<file path="src/rtl/cpu_pkg.sv">
// rtl/cpu_pkg.sv - shared opcode/phase encodings and strobe bundle for the cpu sequencer
package cpu_pkg;

  // Instruction opcodes as held in the IR
  localparam logic [2:0] OP_HLT = 3'b000;
  localparam logic [2:0] OP_SKZ = 3'b001;
  localparam logic [2:0] OP_ADD = 3'b010;
  localparam logic [2:0] OP_AND = 3'b011;
  localparam logic [2:0] OP_XOR = 3'b100;
  localparam logic [2:0] OP_LDA = 3'b101;
  localparam logic [2:0] OP_STO = 3'b110;
  localparam logic [2:0] OP_JMP = 3'b111;

  // Sequencer phases, one per clock, wrapping STORE -> INST_ADDR
  localparam logic [2:0] PH_INST_ADDR  = 3'd0;
  localparam logic [2:0] PH_INST_FETCH = 3'd1;
  localparam logic [2:0] PH_INST_LOAD  = 3'd2;
  localparam logic [2:0] PH_IDLE       = 3'd3;
  localparam logic [2:0] PH_OP_ADDR    = 3'd4;
  localparam logic [2:0] PH_OP_FETCH   = 3'd5;
  localparam logic [2:0] PH_ALU_OP     = 3'd6;
  localparam logic [2:0] PH_STORE      = 3'd7;

  // All datapath strobes driven by the sequencer
  typedef struct packed {
    logic sel;
    logic rd;
    logic wr;
    logic ld_ir;
    logic inc_pc;
    logic ld_pc;
    logic data_e;
    logic ld_ac;
  } strobe_t;

  localparam strobe_t STROBE_NONE = '0;

  // Opcodes that read an operand from memory into the accumulator path
  function automatic logic is_aluop(input logic [2:0] op);
    return (op == OP_ADD) || (op == OP_AND) || (op == OP_XOR) || (op == OP_LDA);
  endfunction

endpackage

</file>
<file path="src/rtl/cpu_seq_decode.sv">
// rtl/cpu_seq_decode.sv - combinational map from phase, opcode and zero flag to datapath strobes
module cpu_seq_decode
  import cpu_pkg::*;
(
  input  logic [2:0] phase,
  input  logic [2:0] opcode,
  input  logic       zero,
  output strobe_t    strobes
);

  logic aluop;
  assign aluop = is_aluop(opcode);

  // Per-phase strobe decode; ungated, the top applies reset/load/halt/enable gating
  always_comb begin
    strobes = STROBE_NONE;
    case (phase)
      PH_INST_ADDR: begin
        strobes.sel = 1'b1;
      end
      PH_INST_FETCH: begin
        strobes.sel = 1'b1;
        strobes.rd  = 1'b1;
      end
      PH_INST_LOAD, PH_IDLE: begin
        strobes.sel   = 1'b1;
        strobes.rd    = 1'b1;
        strobes.ld_ir = 1'b1;
      end
      PH_OP_ADDR: begin
        strobes.inc_pc = (opcode != OP_HLT);
      end
      PH_OP_FETCH: begin
        strobes.rd = aluop;
      end
      PH_ALU_OP: begin
        strobes.rd     = aluop;
        strobes.inc_pc = (opcode == OP_SKZ) && zero;
        strobes.ld_pc  = (opcode == OP_JMP);
        strobes.data_e = (opcode == OP_STO);
      end
      PH_STORE: begin
        strobes.rd     = aluop;
        strobes.ld_ac  = aluop;
        strobes.ld_pc  = (opcode == OP_JMP);
        strobes.inc_pc = (opcode == OP_JMP);
        strobes.wr     = (opcode == OP_STO);
        strobes.data_e = (opcode == OP_STO);
      end
      default: begin
        strobes = STROBE_NONE;
      end
    endcase
  end

endmodule

</file>
<file path="src/rtl/cpu_sequencer.sv">
// rtl/cpu_sequencer.sv - eight-phase cpu control sequencer; optional single-step via CPU_SEQ_STEP_EN
module cpu_sequencer
  import cpu_pkg::*;
(
  input  logic       clock,
  input  logic       reset,
  input  logic       load_in,
  input  logic       en_cpu,
  input  logic [2:0] opcode,
  input  logic       zero,
`ifdef CPU_SEQ_STEP_EN
  input  logic       step,
`endif
  output logic [2:0] phase,
  output logic       sel,
  output logic       rd,
  output logic       wr,
  output logic       ld_ir,
  output logic       inc_pc,
  output logic       ld_pc,
  output logic       data_e,
  output logic       ld_ac,
  output logic       halt,
  output logic       instr_done
);

  logic [2:0] phase_q;
  logic       halt_q;
  logic       step_ok;
  logic       running;
  logic       halting;
  logic       step_wait;
  logic       advance;
  logic       gated;
  strobe_t    dec_strobes;
  strobe_t    out_strobes;

`ifdef CPU_SEQ_STEP_EN
  assign step_ok = step;
`else
  assign step_ok = 1'b1;
`endif

  // Sequencer may move only when not loading, not halted and enabled
  assign running   = !load_in && !halt_q && en_cpu;
  // HLT is caught in OP_ADDR: the phase parks there and the halt flag is set
  assign halting   = (phase_q == PH_OP_ADDR) && (opcode == OP_HLT);
  // With single-step, INST_ADDR waits for a step request
  assign step_wait = (phase_q == PH_INST_ADDR) && !step_ok;
  assign advance   = running && !halting && !step_wait;
  // Any of reset, load, halt or disable silences every strobe, including sel
  assign gated     = reset || !running;

  cpu_seq_decode u_decode (
    .phase   (phase_q),
    .opcode  (opcode),
    .zero    (zero),
    .strobes (dec_strobes)
  );

  assign out_strobes = gated ? STROBE_NONE : dec_strobes;

  assign sel    = out_strobes.sel;
  assign rd     = out_strobes.rd;
  assign wr     = out_strobes.wr;
  assign ld_ir  = out_strobes.ld_ir;
  assign inc_pc = out_strobes.inc_pc;
  assign ld_pc  = out_strobes.ld_pc;
  assign data_e = out_strobes.data_e;
  assign ld_ac  = out_strobes.ld_ac;

  assign phase      = phase_q;
  assign halt       = halt_q;
  assign instr_done = !reset && advance && (phase_q == PH_STORE);

  // Phase counter and halt flag, priority reset > load > halt > disable > advance
  always_ff @(posedge clock or posedge reset) begin
    if (reset) begin
      phase_q <= PH_INST_ADDR;
      halt_q  <= 1'b0;
    end else if (load_in) begin
      phase_q <= PH_INST_ADDR;
      halt_q  <= 1'b0;
    end else if (halt_q || !en_cpu) begin
      phase_q <= phase_q;
    end else if (halting) begin
      halt_q  <= 1'b1;
    end else if (advance) begin
      phase_q <= phase_q + 3'd1;
    end
  end

endmodule

</file>
<file path="config.mk">
export PLATFORM = sky130hd
export DESIGN_NAME = cpu_sequencer
export DESIGN_NICKNAME = d
export VERILOG_FILES = /design/src/rtl/cpu_pkg.sv /design/src/rtl/cpu_seq_decode.sv /design/src/rtl/cpu_sequencer.sv
export SDC_FILE = /design/constraint.sdc
export NUM_CORES = 1
export LEC_CHECK = 0
export CAP_MARGIN = 20
export CORE_AREA = 4 4 41 43
export DETAILED_ROUTE_END_ITERATION = 16
export DIE_AREA = 0 0 45 47
export GPL_TIMING_DRIVEN = 0
export PLACE_DENSITY = 0.71
export REMOVE_ABC_BUFFERS = 1
export SYNTH_ARGS = -nofsm -noshare
export SYNTH_HDL_FRONTEND = slang
export SYNTH_SLANG_ARGS = --single-unit
</file>
<file path="constraint.sdc">
create_clock -name clock -period 4.2 [get_ports clock]
set_clock_uncertainty 0.1 [all_clocks]
set_input_delay 0.84 -clock clock [delete_from_list [all_inputs] [get_ports clock]]
set_output_delay 0.84 -clock clock [all_outputs]
set_load 0.02 [all_outputs]
</file>
Word-level counts from Yosys, hierarchy flattened --
Cells that the tools add are included.
Storage, ports and cells: flip-flop bits (word level) 4, input port bits 8, output and inout bits 13, logic and storage cells 64
Operators by class: add/subtract/negate cells 1, eq/ne operators 16, mux-type cells 15, reductions and logical operators 30
Operator list (count):
- $eq 3x3->1 const B | 8
- $eq 3x2->1 const B | 4
- $mux 3 | 4
- $mux 8 | 1
- $logic_and 1x1->1 | 7
- $mux 1 | 7
- $eq 3x1->1 const B | 2
- $logic_not 1->1 | 6
- $logic_not 3->1 | 2
- $reduce_or 3->1 | 2
- $logic_or 1x1->1 | 5
- $ne 2x2->1 const B | 2
- $reduce_bool 2->1 | 2
- $reduce_or 2->1 | 2
- $reduce_or 4->1 | 1
- $add 3x1->3 const B | 1
- $pmux 1 s3 | 1
- $reduce_and 3->1 | 1
- $reduce_bool 3->1 | 1
- $mux 2 | 1
- $pmux 1 s2 | 1
- $reduce_and 2->1 | 1

Logic depth before layout (Yosys ltp) --
depth after elaboration 8, depth in mapped cells 6, gate-level depth less buffers 5

Cells and area by module --
From an unflattened synthesis, not the netlist that was laid out.
Unflattened totals: cells, all modules 54, area, all modules 450.4 sq um
Modules (own cells, without submodules):
- cpu_sequencer | instances 1, cells each 36, area an instance 350.3 sq um, sequential area each 100.1 sq um
- cpu_seq_decode | instances 1, cells each 18, area an instance 100.1 sq um, sequential area each 0.0 sq um

Least setup slack after synthesis --
OpenSTA, ideal clock, no wires.
path kind input port to output port, start point input port load_in, end point output port wr, arrival time 1.806 ns, data required time 3.260 ns, path slack 1.454 ns, cell stages on the path 3, buffers on the path 0, cell sequence nor4b_2 > nand2_1 > nor3_1
On the way: word-level cells in the longest chain between the ends 6
Ends and longest elaborated chain:
- from (decl) | line cpu_sequencer.sv:7 | input logic load_in,
- $logic_not 1->1 | line cpu_sequencer.sv:45 | assign running = !load_in && !halt_q && en_cpu;
- $logic_and 1x1->1 (2 in series) | line cpu_sequencer.sv:45
- $logic_not 1->1 | line cpu_sequencer.sv:52 | assign gated = reset || !running;
- $logic_or 1x1->1 | line cpu_sequencer.sv:52
- $mux 8 | line cpu_sequencer.sv:61 | assign out_strobes = gated ? STROBE_NONE : dec_strobes;
- to (decl) | line cpu_sequencer.sv:17 | output logic wr,
Every way passes these cells.

Final worst setup path --
Same ends and word-level chain as after synthesis.

==> summary.txt <==
Run status
  – Outcome: completed

Critical path
  – FF-to-FF setup slack: 2.37 ns
  – Crit end category: primary output
  – Crit path cell chain: clkdlybuf4s50_1, nor4b_2, nand2_1, nor3_1, clkdlybuf4s50_1
  – R2r startpoint: phase[0]$_DFFE_PP0P_
  – Worst Path Buf+Inv: 2
  – WP depth: 5
  – R2r endpoint: phase[1]$_DFFE_PP0P_
  – Max FO, Critical Path: 7
  – CP Launch Type: input port
  – Delay-heaviest family, CP: buffers and inverters
  – Critical path type: input port to primary output
  – Max incr delay on CP: 0.62 ns
  – Req. time, crit path: 3.26 ns
  – Most used cell, CP: clkdlybuf4s50_1
  – Crit path DAT: 2.79 ns
  – R2r worst-path depth: 5
  – Slowest cell on crit path: clkdlybuf4s50_1

Power
  – Comb pwr share: 0.352
  – Peak supply drop: 0.1511 mV
  – Switch Pwr: 0.00004782 W
  – P_int: 0.00009730 W
  – Leak Pwr: 0.3007 nW
  – Switch share: 0.3295
  – Reg power frac: 0.317
  – P per Cell Area: 202.1 nW/um^2
  – Part of the power in the clock network: 0.331

Timing
  – Final Hold Vio Count: 0
  – Max_slew headroom: 0.7422
  – Setup TNS: 0 ns
  – Final worst path period need: 3.730 ns
  – Period utilization: 0.8881
  – Measured slew at the worst slew-check pin: 0.3857 ns
  – Final setup violation count: 0
  – Max-slew violation count: 0
  – Max Clk Rate: 0.2681 GHz
  – RSZ-0062 raised after global routing: no

Synthesis
  – Leading area contributor after synthesis: dfrtp_1
  – Post-Synthesis Cells: 62
  – Async SR Flop Fraction: 1.000
  – Share of the synthesized area in the top cell type: 0.2051
  – Post-Syn Area: 488.0 um^2
  – Syn avg cell area: 7.870 um^2
  – Seq/Total Area, Yosys: 0.2051
  – Synth Warn #: 0
  – Cell variety after synth: 28
  – Synth top area cells: dfrtp_1, ha_1, nor2_1, a2111o_1, inv_1
  – EDFF count, synth: 0
  – Seq cells post-synth: 4
  – Prevailing post-synth register cell: dfrtp_1

CTS
  – Clock-pin slew on the worst setup and hold paths: 0.04 ns
  – Worst skew pair latency: 0.24 ns
  – Clock sink total: 4
  – TritonCTS clock tree: done
  – Number of H-tree levels: 1
  – Root Driver: clkbuf_4
  – Post_cts resized: 0
  – Clk buf depth: 2
  – CTS Buf Count: 3
  – Post-CTS setup buffers: 0
  – Hold buffer count at CTS: 0

Final layout
  – Multi-input gate area: 354.1 um^2
  – Fin nets: 100
  – Fin area: 718.2 um^2
  – Layout cells sized above 1: 0.08333
  – Area growth syn-to-layout: 47.18%
  – FF+latch area: 100.1 um^2
  – Filler cells: 131
  – Diodes inserted: 0

Hold path
  – Hold crit path type: register to register
  – Worst Hold End: halt$_DFFE_PP0P_
  – Worst Hold Depth: 2
  – Beginning of the worst hold path: halt$_DFFE_PP0P_

Flow run
  – Reported max-cap violation count: 0

Drt
  – Drt wl/cell: 12.60 um
  – WL met3: 49 um
  – M1 WL: 567 um
  – Iteration-0 DRC Markers: 8
  – DRC: 0
  – Via count: 541
  – Vias per inst: 5.465
  – DRT Wirelength: 1247 um
  – Pre-Repair DR Iteration Count: 4
  – Met2 WL: 605 um
  – Antenna-violating nets left: 0
  – DR top layer: met4

Place
  – Post-DP HPWL: 989.2 um
  – Placer's final routability congestion estimate: 0.8162
  – IO Port Bufs: 20
  – Placed Area: 695.7 um^2

Floorplanning
  – Die area: 2115 um^2
  – Cell Rows: 13
  – I/O Pins: 21
  – Die Wd: 45 um
  – Die Y: 47 um
  – Initial Utilization: 0.3750
  – Core ar.: 1301 um^2

Global route
  – Vias in the first global route: 503
  – Initial antenna violation count: 0
  – First-pass GRT wire length: 2139 um
  – All-Layer GR Usage: 0.1378
  – Largest net degree at the start of global routing: 11
  – GRT Residual Overflow: 0
-- layout make-up --
type	instances	area share
flip-flops and latches	4	0.1394
well taps	15	0.02613
multi-input cells	51	0.4930
inverters	6	0.03136
clock buffers	3	0.03136
repair buffers	20	0.2787
-- cells in the mapped netlist, drive strengths merged, types with 2 or more instances --
cell,count
nor2,8
ha,6
inv,6
nand2,5
a21oi,4
dfrtp,4
o21ai,4
a2111o,2
a31oi,2
and3,2
nand4,2
nor3,2
o311ai,2
-- tightest hold or removal path, cell delays in order, from the launching register on --
cell and delay [ns]:
dfrtp_1 0.40, a31oi_1 0.06, nor2_1 0.08
-- flip-flops by register name (all words and copies together), names as in the netlist --
| register | flops |
|---|---|
| phase | 3 |
| halt | 1 |
-- metal layers --
layer | track usage | vias up
met1 | 0.1808 | 254
met3 | 0.01149 | 2
li1 | - | 272
met4 | 0.08772 | 0
met5 | 0 | -
met2 | 0.2175 | 13
-- stage by stage --
stage | cells | hold WS [ns] | setup WS [ns] | utilization | power (W)
CTS | 99 | 0.4859 | 0.4587 | 0.5519 | 0.0001476
global placement | 96 | 0.4604 | 0.4812 | 0.5346 | 0.00009725
detailed placement | 96 | 0.4709 | 0.4679 | 0.5346 | 0.00009723
global route | 99 | 0.5605 | 0.2931 | 0.5519 | 0.0001574
floorplan | 61 | 0.5146 | 1.454 | - | 0.00007434
finish | 99 | 0.4742 | 0.4698 | 0.5519 | 0.0001451
-- power by group through the flow --
stage          Sequential (W)  Clock [W]  Combinational (W)
2_1_floorplan       0.0000484          0          0.0000259
3_3_place_gp        0.0000465          0          0.0000507
3_5_place_dp        0.0000464          0          0.0000508
4_1_cts             0.0000460  0.0000504          0.0000512
5_1_grt             0.0000467  0.0000535          0.0000573
6_report            0.0000460  0.0000481          0.0000511
-- placed cells by master, fill, tap and decap left out, types with 2 or more instances in the layout --
master           synthesis  routed
clkdlybuf4s50_1          0      20
nor2_1                   7       7
inv_1                    6       6
ha_1                     6       6
nand2_1                  5       5
o21ai_0                  4       4
a21oi_1                  4       4
dfrtp_1                  4       4
clkbuf_4                 0       3
a31oi_1                  2       2
a2111o_1                 2       2
nand4_1                  2       2
o311ai_1                 2       2
nor3_1                   2       2
-- how the worst max path moves through the flow --
stage	from	end
5_1_grt	load_in	wr
6_report	load_in	wr
2_1_floorplan	load_in	wr
3_3_place_gp	load_in	wr
3_5_place_dp	load_in	wr
4_1_cts	load_in	wr
-- cells by family (layout without fill, tap and decap cells) --
| kind of cell | after synthesis | after routing | synth area share |
|---|---|---|---|
| DFF | 4 | 4 | 0.2051 |
| adders and majority gates | 6 | 6 | 0.1538 |
| buffers and inverters | 7 | 29 | 0.06923 |
| xor gates and xnor gates | 1 | 1 | 0.01795 |
| and+or+nand+nor | 26 | 26 | 0.3000 |
| AOI/OAI and AO/OA | 18 | 18 | 0.2539 |
No activity file was read; power rests on OpenSTA's default activity.
==> RTL change, RTL diff (same settings) <==
Make the reset (`reset`) synchronous in one clocked block.
--- a/src/rtl/cpu_sequencer.sv
+++ b/src/rtl/cpu_sequencer.sv
@@ -74,7 +74,7 @@
   assign instr_done = !reset && advance && (phase_q == PH_STORE);
 
   // Phase counter and halt flag, priority reset > load > halt > disable > advance
-  always_ff @(posedge clock or posedge reset) begin
+  always_ff @(posedge clock) begin
     if (reset) begin
       phase_q <= PH_INST_ADDR;
       halt_q  <= 1'b0;
Formal check against the unedited RTL: differs if reset is asserted again (counterexample within 4 cycles, from zero or initial values and one cycle with reset high); with reset held inactive, the same outputs for 10 cycles.
==> RTL change against the unedited design <==
Final area decreased by 7.3%; highest routed layer is now met3; routed wire length decreased by 16%; worst setup slack improved by 0.087 ns; non-clock buffer count unchanged; critical path type unchanged; largest cell class unchanged; sequential cell count unchanged; area after synthesis decreased by 13%; count of clock-buffer cells in the layout unchanged.
Power is not compared: it rests on default switching activity, and its combinational part moved more than twofold at a synthesized area within 25%.
==> RTL change: results (changes against the unedited design) <==
Total Routing Usage GR 10.6% (was 13.8%); root buffer cell clkbuf_4 (unchanged); wirelength, routed 1040 um (was 1250 um); Synth Area in XOR/XNOR 2.06% (was 1.79%); GRT met1 Usage 13.0% (was 18.1%); final-stage net count 92 (was 100); metal3 WL 39 um (was 49 um); Critical Path Slowest Stage Cell clkdlybuf4s50_1 (unchanged); Iter 0 DRT Violations 7 (was 8); Hold Crit Class reg -> reg (unchanged); Antenna Cells 0 (unchanged); Synth top cells by count ha_1, nand2_1, dfxtp_1, nor2_1 (was nor2_1, ha_1, inv_1, nand2_1); Final Setup Violations 0 (unchanged); Cells after Synth 53 (was 62); clk buf depth 2 (unchanged); clock edge transition at the registers on the reported setup and hold paths 0.03 ns; H-tree Lvls 1 (unchanged); layout cells sized above 1 13.2% (was 8.33%); First-pass DRT Iterations 4 (unchanged); via count 453 (was 541); DR top layer met3 (was met4); ranking of synthesized cells by area dfxtp_1, ha_1, nor4b_4 (was dfrtp_1, ha_1, nor2_1); Buf+Inv Stages, Crit Path 2 (unchanged); initial antenna violation count 0 (unchanged); family with the most delay on the worst path buffers and inverters (unchanged); Most used DFF post-synth dfxtp_1 (was dfrtp_1); Routed met2 length 520 um (was 605 um); number of global-route vias before repair 427 (was 503); peak fanout along the critical path 6 (was 7); number of flip-flops in the largest register 3 (unchanged); DRT met1 WL 482 um (was 567 um); Compound-Gate Fraction of Synth Area 17.1% (was 25.4%); setup bufs post-CTS 0 (unchanged); multiplexer share of the synthesized area 4.72% (was 0%); Yosys cell types 26 (was 28); met3 usage 1.53% (was 1.15%); first-pass GRT wire length 1670 um (was 2140 um); outcome finished clean (unchanged); largest net degree at the start of global routing 10 (was 11); grt met2 use 17.5% (was 21.8%); Syn. warnings 0 (unchanged); Synth Area in Adders 17.7% (was 15.4%); register area share after synthesis 18.9% (was 20.5%); measured slew at the worst slew-check pin 0.376 ns (was 0.386 ns); Hold Vio Cnt, Final 0 (unchanged); Post-DP HPWL 851 um (was 989 um); async set-or-reset flop fraction in the synthesized netlist 0% (was 100%); Port Buffer Count 20 (unchanged); GPL Wtd Cong 0.736 (was 0.816)
==> RTL change: cell count changes in the layout (fill, tap and decap cells not counted), moves of 2 or more <==
| cell | unedited run | this run |
|---|---|---|
| dfrtp_1 | 4 | 0 |
| dfxtp_1 | 0 | 4 |
| inv_1 | 6 | 3 |
| nor2_1 | 7 | 4 |
| a2111o_1 | 2 | 0 |
| a21oi_1 | 4 | 2 |
| mux2i_1 | 0 | 2 |
| o311ai_1 | 2 | 0 |
==> RTL change: stage by stage <==
stage | area (um2) | power, mW | worst slack [ns] | utilization (%) | std cells
after floorplan | 424 | 0.0516 | 1.46 | - | 53
after global placement | 643 | 0.0656 | 0.549 | 49.4 | 88
after detailed placement | 643 | 0.0659 | 0.550 | 49.4 | 88
after CTS | 666 | 0.114 | 0.549 | 51.2 | 91
after global routing | 666 | 0.119 | 0.492 | 51.2 | 91
final | 666 | 0.111 | 0.557 | 51.2 | 91
==> RTL change: path summary, 6_finish.rpt <==
| check | start | depth (start not counted) | slack, ns | endpoint |
|---|---|---|---|---|
| max | load_in | 5 | 0.56 | wr |
| max reg2reg | phase[1]$_SDFFE_PP0P_ | 5 | 2.59 | phase[1]$_SDFFE_PP0P_ |
| min | phase[0]$_SDFFE_PP0P_ | 2 | 0.42 | phase[0]$_SDFFE_PP0P_ |
| min reg2reg | phase[0]$_SDFFE_PP0P_ | 2 | 0.42 | phase[0]$_SDFFE_PP0P_ |
==> RTL change: cell type report <==
| type | count | area (um2) |
|---|---|---|
| Tap cell | 15 | 18.8 |
| Inverter | 3 | 11.3 |
| Multi-Input combinational cell | 46 | 333 |
| Fill cell | 135 | 636 |
| Clock buffer | 3 | 22.5 |
| Timing Repair Buffer | 20 | 200 |
| Sequential cell | 4 | 80.1 |
